$ cat config.mk
export PLATFORM = sky130hd
export DESIGN_NAME = md_sched
export DESIGN_NICKNAME = d
export VERILOG_FILES = /design/src/rtl/md_sched_pkg.sv /design/src/rtl/md_rr_arb.sv /design/src/rtl/md_sched.sv
export SDC_FILE = /design/constraint.sdc
export NUM_CORES = 1
export LEC_CHECK = 0
export CORE_AREA = 5 5 318 320
export DETAILED_ROUTE_END_ITERATION = 10
export DIE_AREA = 0 0 323 325
export GPL_ROUTABILITY_DRIVEN = 0
export PLACE_DENSITY_LB_ADDON = 0.05
export SYNTH_ARGS = -nofsm -noshare
export SYNTH_HDL_FRONTEND = slang
export SYNTH_SLANG_ARGS = --single-unit
$ cat constraint.sdc
create_clock -name clk -period 3.1 [get_ports clk]
set_clock_uncertainty 0.2 [all_clocks]
set_input_delay 0.62 -clock clk [delete_from_list [all_inputs] [get_ports clk]]
set_output_delay 0.62 -clock clk [all_outputs]
set_load 0.005 [all_outputs]
$ cat src/rtl/md_sched_pkg.sv
// -----------------------------------------------------------------------------
// md_sched_pkg
// Shared definitions for the mul/div issue scheduler:
//   - md_state_e : scheduler FSM state encoding
//   - LANE_W     : width of the issue-lane identifier
//   - MD_MUL/DIV : encoding of the muldiv payload bit
// -----------------------------------------------------------------------------
package md_sched_pkg;

    typedef enum logic [1:0] {
        ST_IDLE  = 2'd0,
        ST_ISSUE = 2'd1,
        ST_WAIT  = 2'd2,
        ST_HOLD  = 2'd3
    } md_state_e;

    localparam int   LANE_W = 1;

    localparam logic MD_MUL = 1'b0;
    localparam logic MD_DIV = 1'b1;

endpackage

$ cat src/rtl/md_rr_arb.sv
// -----------------------------------------------------------------------------
// md_rr_arb
// Two-request round-robin arbiter with one-hot grant.
// Ports:
//   clk       : clock
//   rst_n     : asynchronous active-low reset (pointer returns to lane 0)
//   i_req     : request vector, bit N = lane N
//   i_advance : a grant was taken this cycle; move the pointer past it
//   o_grant   : one-hot grant (all zero when nothing requests)
// -----------------------------------------------------------------------------
module md_rr_arb (
    input  logic       clk,
    input  logic       rst_n,
    input  logic [1:0] i_req,
    input  logic       i_advance,
    output logic [1:0] o_grant
);

    // Lane that wins when both lanes request.
    logic r_rr;

    always_comb begin
        o_grant = i_req;
        if (i_req == 2'b11) begin
            o_grant = r_rr ? 2'b10 : 2'b01;
        end
    end

    // After a grant the pointer favours the lane that was not served.
    always_ff @(posedge clk or negedge rst_n) begin
        if (!rst_n) begin
            r_rr <= 1'b0;
        end else if (i_advance) begin
            r_rr <= ~o_grant[1];
        end
    end

endmodule

$ cat src/rtl/md_sched.sv
// -----------------------------------------------------------------------------
// md_sched
// Arbitrates two issue lanes onto one shared mul/div unit, tracks the single
// in-flight operation and returns its result through a writeback port.
// Ports:
//   clk, rst_n                    : clock, asynchronous active-low reset
//   reqN_valid/ready (N=0,1)      : issue-lane handshake
//   reqN_pc/op1/op2/dst/op/muldiv : issue-lane payload
//   md_valid/md_ready, md_*       : request to the mul/div unit (latched)
//   md_abort                      : flush forwarded while waiting on the unit
//   md_resp_valid/md_resp_result  : unit result
//   flush                         : kill the operation currently owned
//   busy, busy_dst                : hazard information for the owned op
//   wb_valid/wb_ready, wb_*       : writeback port
// -----------------------------------------------------------------------------
module md_sched
    import md_sched_pkg::*;
#(
    parameter int XLEN = 64
) (
    input  logic            clk,
    input  logic            rst_n,
    input  logic            req0_valid,
    output logic            req0_ready,
    input  logic [XLEN-1:0] req0_pc,
    input  logic [XLEN-1:0] req0_op1,
    input  logic [XLEN-1:0] req0_op2,
    input  logic [4:0]      req0_dst,
    input  logic [2:0]      req0_op,
    input  logic            req0_muldiv,
    input  logic            req1_valid,
    output logic            req1_ready,
    input  logic [XLEN-1:0] req1_pc,
    input  logic [XLEN-1:0] req1_op1,
    input  logic [XLEN-1:0] req1_op2,
    input  logic [4:0]      req1_dst,
    input  logic [2:0]      req1_op,
    input  logic            req1_muldiv,
    output logic            md_valid,
    input  logic            md_ready,
    output logic [XLEN-1:0] md_pc,
    output logic [XLEN-1:0] md_op1,
    output logic [XLEN-1:0] md_op2,
    output logic [4:0]      md_dst,
    output logic [2:0]      md_op,
    output logic            md_muldiv,
    output logic            md_abort,
    input  logic            md_resp_valid,
    input  logic [XLEN-1:0] md_resp_result,
    input  logic            flush,
    output logic            busy,
    output logic [4:0]      busy_dst,
    output logic            wb_valid,
    input  logic            wb_ready,
    output logic [4:0]      wb_dst,
    output logic [XLEN-1:0] wb_pc,
    output logic [XLEN-1:0] wb_result,
    output logic            wb_lane
);

    md_state_e         r_state;
    logic              r_killed;
    logic [XLEN-1:0]   r_pc;
    logic [XLEN-1:0]   r_op1;
    logic [XLEN-1:0]   r_op2;
    logic [4:0]        r_dst;
    logic [2:0]        r_op;
    logic              r_muldiv;
    logic [LANE_W-1:0] r_lane;
    logic [XLEN-1:0]   r_result;

    logic              w_can_grant;
    logic [1:0]        w_req;
    logic [1:0]        w_grant;

    // rst_n is included so ready stays low while reset is held even if a lane
    // is presenting a request.
    assign w_can_grant = rst_n && (r_state == ST_IDLE) && !flush;
    assign w_req       = {req1_valid, req0_valid} & {2{w_can_grant}};

    md_rr_arb u_arb (
        .clk       (clk),
        .rst_n     (rst_n),
        .i_req     (w_req),
        .i_advance (|w_grant),
        .o_grant   (w_grant)
    );

    assign req0_ready = w_grant[0];
    assign req1_ready = w_grant[1];

    always_ff @(posedge clk or negedge rst_n) begin
        if (!rst_n) begin
            r_state  <= ST_IDLE;
            r_killed <= 1'b0;
            r_pc     <= '0;
            r_op1    <= '0;
            r_op2    <= '0;
            r_dst    <= '0;
            r_op     <= '0;
            r_muldiv <= 1'b0;
            r_lane   <= '0;
            r_result <= '0;
        end else begin
            case (r_state)
                ST_IDLE: begin
                    if (|w_grant) begin
                        if (w_grant[1]) begin
                            r_pc     <= req1_pc;
                            r_op1    <= req1_op1;
                            r_op2    <= req1_op2;
                            r_dst    <= req1_dst;
                            r_op     <= req1_op;
                            r_muldiv <= req1_muldiv;
                        end else begin
                            r_pc     <= req0_pc;
                            r_op1    <= req0_op1;
                            r_op2    <= req0_op2;
                            r_dst    <= req0_dst;
                            r_op     <= req0_op;
                            r_muldiv <= req0_muldiv;
                        end
                        r_lane  <= w_grant[1];
                        r_state <= ST_ISSUE;
                    end
                end
                ST_ISSUE: begin
                    // Not yet accepted by the unit: a flush simply withdraws it.
                    if (flush) begin
                        r_state <= ST_IDLE;
                    end else if (md_ready) begin
                        r_killed <= 1'b0;
                        r_state  <= ST_WAIT;
                    end
                end
                ST_WAIT: begin
                    // The unit owes us a response even after a flush, so a
                    // killed op stays here until that response is swallowed.
                    if (md_resp_valid) begin
                        if (r_killed || flush) begin
                            r_killed <= 1'b0;
                            r_state  <= ST_IDLE;
                        end else begin
                            r_result <= md_resp_result;
                            r_state  <= ST_HOLD;
                        end
                    end else if (flush) begin
                        r_killed <= 1'b1;
                    end
                end
                ST_HOLD: begin
                    // Flush wins over a coincident wb_ready.
                    if (flush || wb_ready) begin
                        r_state <= ST_IDLE;
                    end
                end
                default: r_state <= ST_IDLE;
            endcase
        end
    end

    assign md_valid  = (r_state == ST_ISSUE);
    assign md_pc     = r_pc;
    assign md_op1    = r_op1;
    assign md_op2    = r_op2;
    assign md_dst    = r_dst;
    assign md_op     = r_op;
    assign md_muldiv = r_muldiv;
    assign md_abort  = flush && (r_state == ST_WAIT);

    assign busy      = (r_state != ST_IDLE);
    assign busy_dst  = r_dst;

    assign wb_valid  = (r_state == ST_HOLD);
    assign wb_dst    = r_dst;
    assign wb_pc     = r_pc;
    assign wb_result = r_result;
    assign wb_lane   = r_lane;

endmodule
==> reports/qor.yml <==
cp_max_fo: 3
ys.flop_type: "dfrtp_1"
utilization_pct: 23.5
drive_above_1_share_pct: 8.23
status: "finished clean"
synthToLayoutAreaGrowth_pct: 86.6
use_met1_pct: 12.7
hpwl_mm: 55.6
min_period_ns: 2.88
ys_seq_elements: 270
grt_pass1_vias: 13200
ant_nets: 0
grt.total_usage_pct: 13.2
tritoncts: "yes"
die_w_um: 323
numCtsBuffers: 41
first_pass_iters: 4
grt_pass1_wl_mm: 100
grt_max_degree: 123
ios: 820
slew_viol_final: 0
post_drt_wl_per_cell_um: 21.2
final-seq-area_mm2: 0.00676
worstSetupPathType: "input pin to primary output"
p_per_area_mw_per_mm2: 857
comb_power_share_pct: 44.3
use_met2_pct: 25.4
wirelength_mm: 72.2
nFillCells: 10700
seq_area_frac_synth_pct: 54.8
crit_required_ns: 2.28
cts_sinks: 270
start_kind: "input pin"
antenna_found_initial: 24
power_mw: 19.7
path_clk_slew_ns: 0.06
clock_tree.buffer_depth: 3
drc: 0
p_clk_share_pct: 23.2
grt_use_met3_pct: 5.25
clk_latency_ns: 0.55
busiest_layer: "met2"
cts-htree-levels: 2
worst_slew_pin_slew_ns: 0.937
vias_per_cell: 3.62
worst_slack_ns: 0.221
synthDistinctLibCells: 26
multiInputGateArea_mm2: 0.00450
leakage_nw: 9.18
hold_viol_final: 0
start_util_pct: 12.6
dieArea_mm2: 0.105
grt-ovfl-total: 0
die_y_um: 325
p_seq_share_pct: 32.4
end_kind: "primary output"
setup_viol: 0
numPortBuffers: 819
drtIter0Drc: 452
fin_crit_sh_pct: 92.9
p_int_mw: 13.4
final_common_cell: "clkdlybuf4s50_1"
async_flop_share_pct: 100
fmax_ghz: 0.347
rows: 115
switchingPower_mw: 6.32
yosysWarnings: 0
slew_headroom_pct: 37.5
ir_worst_vdd_mv: 0.333
rsz0062_at_grt: "no"
syn-cell-area_mm2: 0.0123
final_cell_mix: "814 x clkdlybuf4s50_1, 403 x nand2_1, 270 x dfrtp_1"
arrival_ns: 2.06
synth_edf_count: 0
cts-root-buf: "clkbuf_16"
synth_cells: 1345
place_ws_ns: -0.229
swShare_pct: 32.0
vias: 12300
syn_nets: 1824
drv_cap: 0
avgSynthCellArea_um2: 9.17
hold_path.class: "register to register"
core_mm2: 0.0978
final_nets: 2558
[routing by layer]
metal / up-vias / share of wire, %
li1: 5896 / -
met1: 5907 / 34
met2: 421 / 55
met3: 95 / 8.7
met4: 20 / 2.4
met5: - / 0.19
[registers in the layout (all words and copies together) (netlist names)]
name        cells
md_muldiv       1
md_op2         64
wb_lane         1
r_state         2
md_pc          64
u_arb.r_rr      1
md_op1         64
r_killed        1
md_op           3
wb_result      64
busy_dst        5
[what timing repair did]
item	in CTS	in global routing
endpoints found under the hold margin	27	0
setup buffers	2	0
setup endpoints to repair	3	1
pin swaps	1	0
hold buffers	1	0
resized for setup	8	1
[stage by stage]
stage | area, um2 | hold slack (ns) | TNS (ns) | cells
finish | 23000 | 0.304 | 0 | 3404
CTS | 23000 | 0.307 | 0 | 3390
detailed placement | 21700 | 0.294 | -0.402 | 3320
global route | 23000 | 0.314 | 0 | 3399
floorplan | 12300 | 0.124 | 0 | 1345
global placement | 21700 | 0.291 | -0.594 | 3320
[cell families after synthesis]
family,Yosys count,share of synthesized area (%)
buffers and inverters,179,9.02
AOI/OAI and AO/OA,213,10.9
adders and majority gates,5,0.507
DFF,270,54.8
muxes,66,6.01
and+or+nand+nor,612,18.8
[cells in the mapped netlist (2+ instances only)]
cell type | number | area (um2)
nand2_1 | 403 | 1510
dfrtp_1 | 270 | 6760
a31oi_1 | 203 | 1270
nor2_1 | 201 | 754
buf_4 | 86 | 646
buf_2 | 77 | 385
mux2_2 | 65 | 732
inv_1 | 8 | 30.0
a21oi_1 | 5 | 25.0
ha_1 | 5 | 62.6
clkbuf_1 | 4 | 15.0
buf_6 | 3 | 33.8
nand2b_1 | 2 | 12.5
[worst max-delay path, cell delays in order]
cell and delay, ns:
dlygate4sd3_1 0.57, buf_8 0.12, and3b_2 0.23, nand2_1 0.08, a21oi_2 0.16, dlygate4sd2_1 0.26
[path summary, 6_finish.rpt]
path	from	end	slack [ns]	cells after the start
min in group asynchronous	rst_n	md_op1[12]	0.53	3
max in group asynchronous	rst_n	wb_result[58]	0.91	4
worst max-delay path	rst_n	req0_ready	0.22	6
worst min-delay path	wb_result[31]	wb_result[31]	0.30	1
worst max register to register	r_state[0]	md_pc[25]	0.73	9
worst min register to register	wb_result[31]	wb_result[31]	0.30	1
[layout make-up]
| class | count | area share [%] |
|---|---|---|
| Antenna cell | 14 | 0.152 |
| Multi-Input combinational cell | 896 | 19.6 |
| Tap cell | 1287 | 6.99 |
| Clock inverter | 6 | 0.299 |
| Timing Repair Buffer | 861 | 38.3 |
| Sequential cell | 270 | 29.3 |
| Inverter | 9 | 0.168 |
| Clock buffer | 61 | 5.22 |
[power by group through the flow]
stage                     Clock [mW]  Combinational [mW]  Sequential, mW
after floorplan                    0                3.02            6.37
after global placement             0                9.03            6.45
after detailed placement           0                8.95            6.51
after CTS                       4.86                9.01            6.48
after global routing            4.95                9.48            6.67
final                           4.58                8.75            6.40
(Power assumes the default switching activity.)
